===== src/rtl/multiplexador_param.sv =====
// Registered N-channel mux with valid/ready handshakes.
// Fixed-select or round-robin arbitration feeds a one-deep output register.
module multiplexador_param #(
  parameter int WIDTH    = 16,
  parameter int CHANNELS = 4,
  parameter int SEL_W    = (CHANNELS > 2) ? $clog2(CHANNELS) : 1
) (
  input  logic                      clk,
  input  logic                      rst_n,
  input  logic [CHANNELS*WIDTH-1:0] entrada,
  input  logic [CHANNELS-1:0]       entrada_valid,
  output logic [CHANNELS-1:0]       entrada_ready,
  input  logic [SEL_W-1:0]          set,
  input  logic                      modo,
  output logic [WIDTH-1:0]          saidaM,
  output logic                      saida_valid,
  input  logic                      saida_ready,
  output logic [SEL_W-1:0]          saida_canal
);

  logic                load;
  logic                grant;
  logic                hi;
  logic                lo;
  logic [SEL_W-1:0]    hi_i;
  logic [SEL_W-1:0]    lo_i;
  logic [SEL_W-1:0]    gidx;
  logic [SEL_W-1:0]    gnext;
  logic [SEL_W-1:0]    ptr;
  logic [WIDTH-1:0]    gdata;
  logic [CHANNELS-1:0] oh;

  assign load = !saida_valid || saida_ready;

  always_comb begin
    grant = 1'b0;
    gidx  = '0;
    gdata = '0;
    oh    = '0;
    hi    = 1'b0;
    lo    = 1'b0;
    hi_i  = '0;
    lo_i  = '0;
    if (!modo) begin
      // an out-of-range select matches no channel
      for (int i = 0; i < CHANNELS; i++)
        if (set == SEL_W'(i) && entrada_valid[i]) begin
          grant = 1'b1;
          gidx  = SEL_W'(i);
        end
    end else begin
      // lowest valid at/above ptr wins, else wrap to lowest valid
      for (int i = CHANNELS - 1; i >= 0; i--)
        if (entrada_valid[i]) begin
          lo   = 1'b1;
          lo_i = SEL_W'(i);
          if (SEL_W'(i) >= ptr) begin
            hi   = 1'b1;
            hi_i = SEL_W'(i);
          end
        end
      grant = lo;
      gidx  = hi ? hi_i : lo_i;
    end
    for (int i = 0; i < CHANNELS; i++)
      if (gidx == SEL_W'(i)) begin
        gdata = entrada[i*WIDTH +: WIDTH];
        oh[i] = 1'b1;
      end
    gnext = (int'(gidx) == CHANNELS - 1) ? '0 : gidx + SEL_W'(1);
  end

  assign entrada_ready = (rst_n && load && grant) ? oh : '0;

  always_ff @(posedge clk or negedge rst_n) begin
    if (!rst_n) begin
      saida_valid <= 1'b0;
      saidaM      <= '0;
      saida_canal <= '0;
      ptr         <= '0;
    end else if (load) begin
      if (grant) begin
        saida_valid <= 1'b1;
        saidaM      <= gdata;
        saida_canal <= gidx;
        if (modo)
          ptr <= gnext;
      end else begin
        saida_valid <= 1'b0;
      end
    end
  end

endmodule


===== config.mk =====
export PLATFORM = sky130hd
export DESIGN_NAME = multiplexador_param
export DESIGN_NICKNAME = d
export VERILOG_FILES = /design/src/rtl/multiplexador_param.sv
export SDC_FILE = /design/constraint.sdc
export NUM_CORES = 1
export LEC_CHECK = 0
export CORE_ASPECT_RATIO = 0.7
export CORE_UTILIZATION = 38
export CTS_BUF_LIST = sky130_fd_sc_hd__clkbuf_2 sky130_fd_sc_hd__clkbuf_4 sky130_fd_sc_hd__clkbuf_8
export DETAILED_ROUTE_END_ITERATION = 16
export PLACE_DENSITY = 0.84
export REMOVE_ABC_BUFFERS = 1
export SLEW_MARGIN = 20
export SYNTH_ARGS = -nofsm -noshare
export SYNTH_HDL_FRONTEND = slang
export SYNTH_SLANG_ARGS = --single-unit

===== constraint.sdc =====
create_clock -name clk -period 3.4 [get_ports clk]
set_input_delay 0.68 -clock clk [delete_from_list [all_inputs] [get_ports clk]]
set_output_delay 0.68 -clock clk [all_outputs]
set_load 0.05 [all_outputs]

==> flow_summary.ini <==
[floorplan]
initial_core_util_pct = 40.0
die_area_sq_um = 4420
core_sq_um = 3950
fp.dieH_um = 55.9
rows = 19
die_w_um = 79.0
io_pins = 97

[worst_setup_path]
crit_type = input port to output pin
worst_path_most_repeated_cell = inv_1
worstSetupEndpointType = output pin
crit_path_top_delay_cell = clkdlybuf4s50_1
reg2reg_depth = 11
cp-start-kind = input port
cp.required_ns = 2.72
critical_path_arrival_ns = 2.59
worstPathMaxFanout = 6
cp_cell_sequence = clkdlybuf4s50_1 -> inv_1 -> a311oi_1 -> a211oi_1 -> a21oi_2 -> inv_1 -> ha_2 -> and3_2 -> buf_12
cp_slowest_stage_delay_ns = 0.54

[sta]
finalHoldViolCount = 0
setup_tns_ns = 0
fmax_mhz = 306
tightest_slew_ns = 0.528
period_needed_ns = 3.27
setup_viol = 0
slew_headroom_pct = 64.7
post-route-period-util_pct = 96.2
fin_skew_ns = 0.00133
hold_slack_ns = 0.511
fin_ws_ns = 0.129
slew_viol_final = 0

[cells_and_area]
fin_nets = 344
drive_gt1_share_pct = 18.9
num-fill-cells = 317
fin_area_sq_um = 2710
multi_input_area_sq_um = 957
antenna_cells = 0
postLayoutCoreUtil_pct = 68.7
regArea_sq_um = 526
fin_cells = 317
syn_to_final_growth_pct = 71.8

[worst_hold_path]
hold_path_class = flop to flop
hold_depth = 1

[grt]
antenna_found_initial = 0
grt_start_max_net_pins = 33
track_usage_pct = 23.2
grt_pass1_wl_um = 7960
use_met3_pct = 6.07
busiest_layer = met2
met1_usage_pct = 33.0
grt_pass1_vias = 1608
grt_use_met2_pct = 36.8
grt_overflow_total = 0

[cts]
clock-sinks = 21
tritoncts = built
worstSkewPairLatency_ns = 0.26
numCtsBuffers = 3
cts_root_buf = clkbuf_8
htree_levels = 1
clkTransAtPathRegs_ns = 0.08
clk_path_buf_depth = 2

[yosys]
yosys.cell_count.top_type = o21ai_0
synth_largest_area_cell = dfrtp_1
synthCells = 164
avgSynthCellArea_sq_um = 9.63
yosysUniqueCellTypes = 32
yosysWarnings = 0
synthTopCellsByArea = dfrtp_1 33%, mux2_4 15%, o21ai_0 11%, a221o_1 9.5%, nand2_1 5.5%
synth_edf_count = 0
ys_ff_latch = 21
yosys-top-cells-count = 34 x o21ai_0, 23 x nand2_1, 21 x dfrtp_1
netlist.area_leader.share_pct = 33.3
async_flop_share_pct = 100
synth_flop_cell = dfrtp_1
syn_area_sq_um = 1580
yosysSeqAreaShare_pct = 33.3

[placement]
pre_cts_ws_ns = -0.240
portBuffers = 96
dp_cells = 312
place_area_sq_um = 2650
gp_congestion = 0.934
hpwl_um = 4020

[detailed_routing]
dr.pass1.iters = 4
avgRoutedWirePerCell_um = 16.3
vias_per_cell = 5.43
drtIter0Drc = 100
drc = 0
vias = 1721
wl_um = 5160
postRouteAntennaNets = 0

[flow_run]
maxCapViolCount = 0

[power_and_ir_drop]
peakVddDrop_v = 0.000406
total_power_mw = 1.69
leakagePower_nw = 1.14
powerDensity_nw_per_um2 = 623

[run_status]
status = finished clean
-- report_power, final --
part / switching (mW) / leakage [nW] / internal, mW
clock: 0.0884 / 0.0262 / 0.0917
sequential: 0.0698 / 0.256 / 0.353
combinational: 0.600 / 0.857 / 0.486
total: 0.758 / 1.14 / 0.931
-- area by class of cell --
cell class | instances | area share [%]
multi-input cells | 125 | 35.3
repair buffers | 108 | 40.2
well taps | 52 | 2.40
clock buffers | 4 | 1.80
inverters | 7 | 0.969
flip-flops and latches | 21 | 19.4
-- layer usage --
metal,up-vias,part of all wire (%)
li1,809,-
met1,832,45
met2,78,46
met3,2,8.3
met4,0,0.19
met5,-,0
-- layout by cell type (no fill, tap or decap), types with 2 or more instances in the layout --
| cell | count |
|---|---|
| clkdlybuf4s50_1 | 91 |
| o21ai_0 | 34 |
| nand2_1 | 23 |
| dfrtp_1 | 21 |
| mux2_4 | 16 |
| a221o_1 | 15 |
| buf_4 | 12 |
| inv_1 | 7 |
| and3_2 | 4 |
| buf_12 | 4 |
| nand2b_1 | 3 |
| nand3_1 | 3 |
| mux2_2 | 3 |
| clkbuf_8 | 3 |
| a21oi_1 | 2 |
| nor3_1 | 2 |
| nor2b_4 | 2 |
| o21ai_1 | 2 |
| ha_1 | 2 |
| ha_2 | 2 |
-- flip-flops by register name, summed over array words and instances (netlist names) --
register     cells
saidaM          16
saida_valid      1
ptr              2
saida_canal      2
-- final timing paths --
kind,slack (ns),endpoint,startpoint
setup / recovery,0.13,entrada_ready[1],modo
hold reg to reg,0.51,saidaM[13]$_DFFE_PN0P_,saidaM[13]$_DFFE_PN0P_
hold / removal,0.51,saidaM[13]$_DFFE_PN0P_,saidaM[13]$_DFFE_PN0P_
setup reg to reg,0.76,saidaM[13]$_DFFE_PN0P_,ptr[0]$_DFFE_PN0P_
min in group asynchronous,0.71,saida_valid$_DFFE_PN0N_,rst_n
max in group asynchronous,2.19,saidaM[13]$_DFFE_PN0P_,rst_n
-- what timing repair did --
action,4_1_cts,5_1_grt
setup buffers,1,0
setup endpoints to repair,3,4
gates resized for setup,1,4
pin swaps,1,0
hold buffers,0,0
-- cell families after synthesis --
| group | share of synthesized area [%] |
|---|---|
| buffers and inverters | 6.66 |
| flip-flops | 33.3 |
| adder cells (fa/ha/maj) | 3.17 |
| multiplexers | 18.0 |
| AND/OR/NAND/NOR | 13.6 |
| AO/OA/AOI/OAI | 25.4 |
-- critical path: cells and delay by family --
family | cells | cell delay, ns
AND/OR/NAND/NOR | 1 | 0.21
adder cells (fa/ha/maj) | 1 | 0.22
buffers and inverters | 4 | 0.89
AO/OA/AOI/OAI | 3 | 0.59
Power figures use the tool's default switching activity.
